[src/rtl/id_ex_stage.sv]
// rtl/id_ex_stage.sv - ID/EX pipeline register with forwarding, valid/ready handshake and flush
// Optional feature macro: ID_EX_STALL_COUNT_EN (adds the stall_cycles saturating counter output)
module id_ex_stage #(
  parameter int XLEN  = 32,
  parameter int REGW  = 5,
  parameter int CTRLW = 4
) (
  input  logic             clk,
  input  logic             rst_n,
  input  logic             in_valid,
  output logic             in_ready,
  input  logic [REGW-1:0]  in_rs1_addr,
  input  logic [REGW-1:0]  in_rs2_addr,
  input  logic [XLEN-1:0]  in_rs1_data,
  input  logic [XLEN-1:0]  in_rs2_data,
  input  logic [XLEN-1:0]  in_imm,
  input  logic             in_use_imm,
  input  logic [CTRLW-1:0] in_alu_ctrl,
  input  logic [REGW-1:0]  in_rd_addr,
  input  logic             in_reg_write,
  input  logic             flush,
  input  logic             exmem_reg_write,
  input  logic [REGW-1:0]  exmem_rd_addr,
  input  logic [XLEN-1:0]  exmem_result,
  input  logic             memwb_reg_write,
  input  logic [REGW-1:0]  memwb_rd_addr,
  input  logic [XLEN-1:0]  memwb_data,
  output logic             out_valid,
  input  logic             out_ready,
  output logic [XLEN-1:0]  op1,
  output logic [XLEN-1:0]  op2,
  output logic [CTRLW-1:0] alu_ctrl,
  output logic [REGW-1:0]  out_rd_addr,
  output logic             out_reg_write
`ifdef ID_EX_STALL_COUNT_EN
  ,
  output logic [31:0]      stall_cycles
`endif
);

  logic             valid_q, valid_d;
  logic [REGW-1:0]  rs1_addr_q, rs1_addr_d;
  logic [REGW-1:0]  rs2_addr_q, rs2_addr_d;
  logic [XLEN-1:0]  rs1_data_q, rs1_data_d;
  logic [XLEN-1:0]  rs2_data_q, rs2_data_d;
  logic [XLEN-1:0]  imm_q, imm_d;
  logic             use_imm_q, use_imm_d;
  logic [CTRLW-1:0] alu_ctrl_q, alu_ctrl_d;
  logic [REGW-1:0]  rd_addr_q, rd_addr_d;
  logic             reg_write_q, reg_write_d;

  logic             capture;
  logic             retire;
  logic [XLEN-1:0]  fwd_rs1;
  logic [XLEN-1:0]  fwd_rs2;

  // Forwarding muxes: EX/MEM beats MEM/WB, x0 always reads the captured value
  always_comb begin
    fwd_rs1 = rs1_data_q;
    if (exmem_reg_write && (exmem_rd_addr == rs1_addr_q) && (rs1_addr_q != '0)) begin
      fwd_rs1 = exmem_result;
    end else if (memwb_reg_write && (memwb_rd_addr == rs1_addr_q) && (rs1_addr_q != '0)) begin
      fwd_rs1 = memwb_data;
    end
    fwd_rs2 = rs2_data_q;
    if (exmem_reg_write && (exmem_rd_addr == rs2_addr_q) && (rs2_addr_q != '0)) begin
      fwd_rs2 = exmem_result;
    end else if (memwb_reg_write && (memwb_rd_addr == rs2_addr_q) && (rs2_addr_q != '0)) begin
      fwd_rs2 = memwb_data;
    end
  end

  // Handshake and next-state: flush wins, then capture, then retire, else hold with refresh
  always_comb begin
    in_ready    = !flush && (!valid_q || out_ready);
    capture     = in_valid && in_ready;
    retire      = valid_q && out_ready;

    valid_d     = valid_q;
    rs1_addr_d  = rs1_addr_q;
    rs2_addr_d  = rs2_addr_q;
    rs1_data_d  = rs1_data_q;
    rs2_data_d  = rs2_data_q;
    imm_d       = imm_q;
    use_imm_d   = use_imm_q;
    alu_ctrl_d  = alu_ctrl_q;
    rd_addr_d   = rd_addr_q;
    reg_write_d = reg_write_q;

    if (flush) begin
      valid_d = 1'b0;
    end else if (capture) begin
      valid_d     = 1'b1;
      rs1_addr_d  = in_rs1_addr;
      rs2_addr_d  = in_rs2_addr;
      rs1_data_d  = in_rs1_data;
      rs2_data_d  = in_rs2_data;
      imm_d       = in_imm;
      use_imm_d   = in_use_imm;
      alu_ctrl_d  = in_alu_ctrl;
      rd_addr_d   = in_rd_addr;
      reg_write_d = in_reg_write;
    end else if (retire) begin
      valid_d = 1'b0;
    end else if (valid_q) begin
      // Latch forwarded data so it survives the producer leaving the pipeline
      rs1_data_d = fwd_rs1;
      rs2_data_d = fwd_rs2;
    end
  end

  // Pipeline register bank
  always_ff @(posedge clk or negedge rst_n) begin
    if (!rst_n) begin
      valid_q     <= 1'b0;
      rs1_addr_q  <= '0;
      rs2_addr_q  <= '0;
      rs1_data_q  <= '0;
      rs2_data_q  <= '0;
      imm_q       <= '0;
      use_imm_q   <= 1'b0;
      alu_ctrl_q  <= '0;
      rd_addr_q   <= '0;
      reg_write_q <= 1'b0;
    end else begin
      valid_q     <= valid_d;
      rs1_addr_q  <= rs1_addr_d;
      rs2_addr_q  <= rs2_addr_d;
      rs1_data_q  <= rs1_data_d;
      rs2_data_q  <= rs2_data_d;
      imm_q       <= imm_d;
      use_imm_q   <= use_imm_d;
      alu_ctrl_q  <= alu_ctrl_d;
      rd_addr_q   <= rd_addr_d;
      reg_write_q <= reg_write_d;
    end
  end

  // Output drive: operands after forwarding, write enable qualified by valid
  always_comb begin
    out_valid     = valid_q;
    op1           = fwd_rs1;
    op2           = use_imm_q ? imm_q : fwd_rs2;
    alu_ctrl      = alu_ctrl_q;
    out_rd_addr   = rd_addr_q;
    out_reg_write = reg_write_q && valid_q;
  end

`ifdef ID_EX_STALL_COUNT_EN
  logic [31:0] stall_cnt_q, stall_cnt_d;

  // Saturating count of cycles where a valid instruction is blocked downstream
  always_comb begin
    stall_cnt_d = stall_cnt_q;
    if (valid_q && !out_ready && (stall_cnt_q != 32'hFFFF_FFFF)) begin
      stall_cnt_d = stall_cnt_q + 32'd1;
    end
  end

  // Stall counter register; flush deliberately leaves it alone
  always_ff @(posedge clk or negedge rst_n) begin
    if (!rst_n) begin
      stall_cnt_q <= '0;
    end else begin
      stall_cnt_q <= stall_cnt_d;
    end
  end

  assign stall_cycles = stall_cnt_q;
`endif

endmodule

[config.mk]
export PLATFORM = sky130hd
export DESIGN_NAME = id_ex_stage
export DESIGN_NICKNAME = d
export VERILOG_FILES = /design/src/rtl/id_ex_stage.sv
export SDC_FILE = /design/constraint.sdc
export NUM_CORES = 1
export LEC_CHECK = 0
export ABC_AREA = 1
export CAP_MARGIN = 20
export CORE_MARGIN = 8
export CORE_UTILIZATION = 43
export DETAILED_ROUTE_END_ITERATION = 6
export HOLD_SLACK_MARGIN = 0.12
export PLACE_DENSITY_LB_ADDON = 0.12
export SLEW_MARGIN = 30
export SYNTH_ARGS = -nofsm -noshare
export SYNTH_HDL_FRONTEND = slang
export SYNTH_SLANG_ARGS = --single-unit
[constraint.sdc]
create_clock -name clk -period 1.6 [get_ports clk]
set_clock_uncertainty 0.1 [all_clocks]
set_input_delay 0.32 -clock clk [delete_from_list [all_inputs] [get_ports clk]]
set_output_delay 0.32 -clock clk [all_outputs]
set_load 0.05 [all_outputs]
==> flow_metrics.tcl <==
set metrics [dict create \
    outcome "complete, but fails checks" \
    period_needed_ns 2.74 \
    synth_cell_type_count 22 \
    worstSetupPathType "reg -> out" \
    dieWidth_um 156 \
    cap_violations 0 \
    cts.htree.levels 4 \
    nets 1884 \
    area_delta_synth_final_pct 102 \
    clkTransAtPathRegs_ns 0.07 \
    vias 11000 \
    grt_pass1_wl_um 57800 \
    rsz0062_at_grt "yes" \
    cts_tree "yes" \
    drc 0 \
    ant_nets 0 \
    synth_edf_count 0 \
    die_area_sq_um 24400 \
    final_common_cell "nand2_1" \
    r2r-start "rs1_addr_q[1]" \
    fin_crit_sh 1.71 \
    antenna_found_initial 0 \
    synthArstFlopShare 1.00 \
    crit_start "rs2_addr_q[1]" \
    ys_warn_count 0 \
    grt_max_degree 59 \
    nFillCells 907 \
    avgViaCountPerCell 5.61 \
    ios 274 \
    core_area_sq_um 19400 \
    syn_nets 1456 \
    ys_ff_latch 118 \
    clk_latency_ns 0.44 \
    seq_area_frac_synth 0.349 \
    start_kind "flop" \
    setup_violations 158 \
    die_h_um 156 \
    multi_input_area_sq_um 6470 \
    drive_gt1_frac 0.440 \
    syn_avg_cell_area_sq_um 6.73 \
    ir_drop_mv 0.933 \
    crit_required_ns 1.18 \
    drt-total-wl_um 43800 \
    dp_cells 1874 \
    grt_pass1_vias 10800 \
    leakage_nw 8.63 \
    final.setup.tns_ns -94.49 \
    hold_slack_ns 0.167 \
    cts-root-buf "clkbuf_16" \
    hold_viol_final 0 \
    power_w 0.0189 \
    place_congestion 0.888 \
    synthCells 1258 \
    fin_cells 1965 \
    start_util 0.436 \
    cts.path.max_buffers 2 \
    hp-class "in -> async" \
    dpl_worst_slack_ns -0.961 \
    hpwlAfterDp_um 23700 \
    cp-end-kind "primary output" \
    arrival_ns 2.32 \
    max_slew.worst_pin.slew_ns 0.352 \
    max_clock_freq_ghz 0.365 \
    violations "negative setup slack" \
    io_buffers 273 \
    drt_iter0_markers 1003 \
    critPathMaxFanout 22 \
    grt-ovfl-total 0 \
    finalWorstSetupSlack_ns -1.14 \
    final_cell_mix "nand2_1, clkdlybuf4s50_1, inv_1" \
    row_count 51 \
    first_pass_iters 5 \
    synth_ff_type "dfrtp_1" \
    slew_headroom 0.764 \
    p_per_area_nw_per_um2 1100 \
    seqCellArea_sq_um 2960 \
    post_drt_wl_per_cell_um 22.3 \
    clock_sinks 118 \
    cts-buffers-inserted 17 \
    slew_violations 0 \
    track_usage 0.303 \
    netlist_area_sq_um 8460 \
]
what timing repair did:
action | 4_1_cts | 5_1_grt
pin swaps | 69 | 107
setup endpoints to repair | 156 | 181
cloned | 12 | 5
resized for setup | 229 | 225
hold endpoints to repair | 118 | 0
hold buffers | 1 | 0
buffers inserted | 43 | 24
Yosys cell counts, types with 15 or more instances:
cell / n / share of area
nand3_1: 137 / 0.081
nand2_2: 32 / 0.024
nand2_1: 497 / 0.22
inv_1: 175 / 0.078
nor2_1: 18 / 0.0080
inv_2: 15 / 0.0067
mux2_2: 42 / 0.056
o21ai_0: 67 / 0.040
clkbuf_1: 21 / 0.0093
buf_2: 28 / 0.017
nand3_2: 61 / 0.072
dfrtp_1: 118 / 0.35
state kept, by name, summed over array words and instances, names as in the netlist:
signal and count:
out_rd_addr 5, rs1_addr_q 5, rs2_data_q 32, rs1_data_q 32, use_imm_q 1, out_valid 1
reg_write_q 1, rs2_addr_q 5, alu_ctrl 4, imm_q 32
critical path, stage by stage, from the launching register on:
cell	delay [ns]
dfrtp_1	0.43
inv_2	0.08
nand3_2	0.10
nor2_4	0.05
buf_6	0.11
nor2_4	0.19
buf_12	0.21
nand3_1	0.16
nand3_2	0.14
nand2_2	0.07
nand2_2	0.09
nand2_4	0.06
buf_12	0.14
report_power, final:
part           total [W]  internal (W)  switching (W)  leakage (nW)
clock network    0.00440       0.00277        0.00162         0.313
logic             0.0105       0.00476        0.00570          6.89
registers        0.00402       0.00360       0.000423          1.43
total             0.0189        0.0111        0.00775          8.63
layout make-up:
type	count	area share
Timing Repair Buffer	480	0.349
Tap cell	265	0.0194
Antenna cell	1	0.000146
Clock inverter	15	0.0133
Clock buffer	17	0.0248
Sequential cell	118	0.173
Multi-Input combinational cell	879	0.378
Inverter	190	0.0424
layer usage:
layer / global-route usage / vias up / part of all wire
met5: 0 / - / 0
met1: 0.341 / 5302 / 0.35
li1: - / 4758 / -
met4: 0.155 / 0 / 0.063
met2: 0.518 / 731 / 0.49
met3: 0.0825 / 227 / 0.094
per-stage QoR:
step                cell area (sq um)   util
floorplan                        9080      -
detailed placement              13800  0.712
CTS                             16100  0.830
global route                    17100  0.882
global placement                13800  0.712
finish                          17100  0.883
kinds of logic after synthesis:
family / count (synthesis) / synth area share
AOI/OAI and AO/OA: 82 / 0.0489
DFF: 118 / 0.349
buffers and inverters: 261 / 0.131
and+or+nand+nor: 755 / 0.416
muxes: 42 / 0.0559
worst paths after layout:
check | endpoint | slack (ns) | depth (start not counted)
min reg2reg | rs1_data_q[18] | 0.38 | 2
max reg2reg | rs1_data_q[14] | -0.63 | 13
min in group clk | rs2_addr_q[4] | 0.37 | 3
min | rs1_addr_q[3] | 0.17 | 2
max | op2[29] | -1.14 | 12
max in group asynchronous | out_valid | 0.70 | 3
No activity file was read; power rests on OpenSTA's default activity.
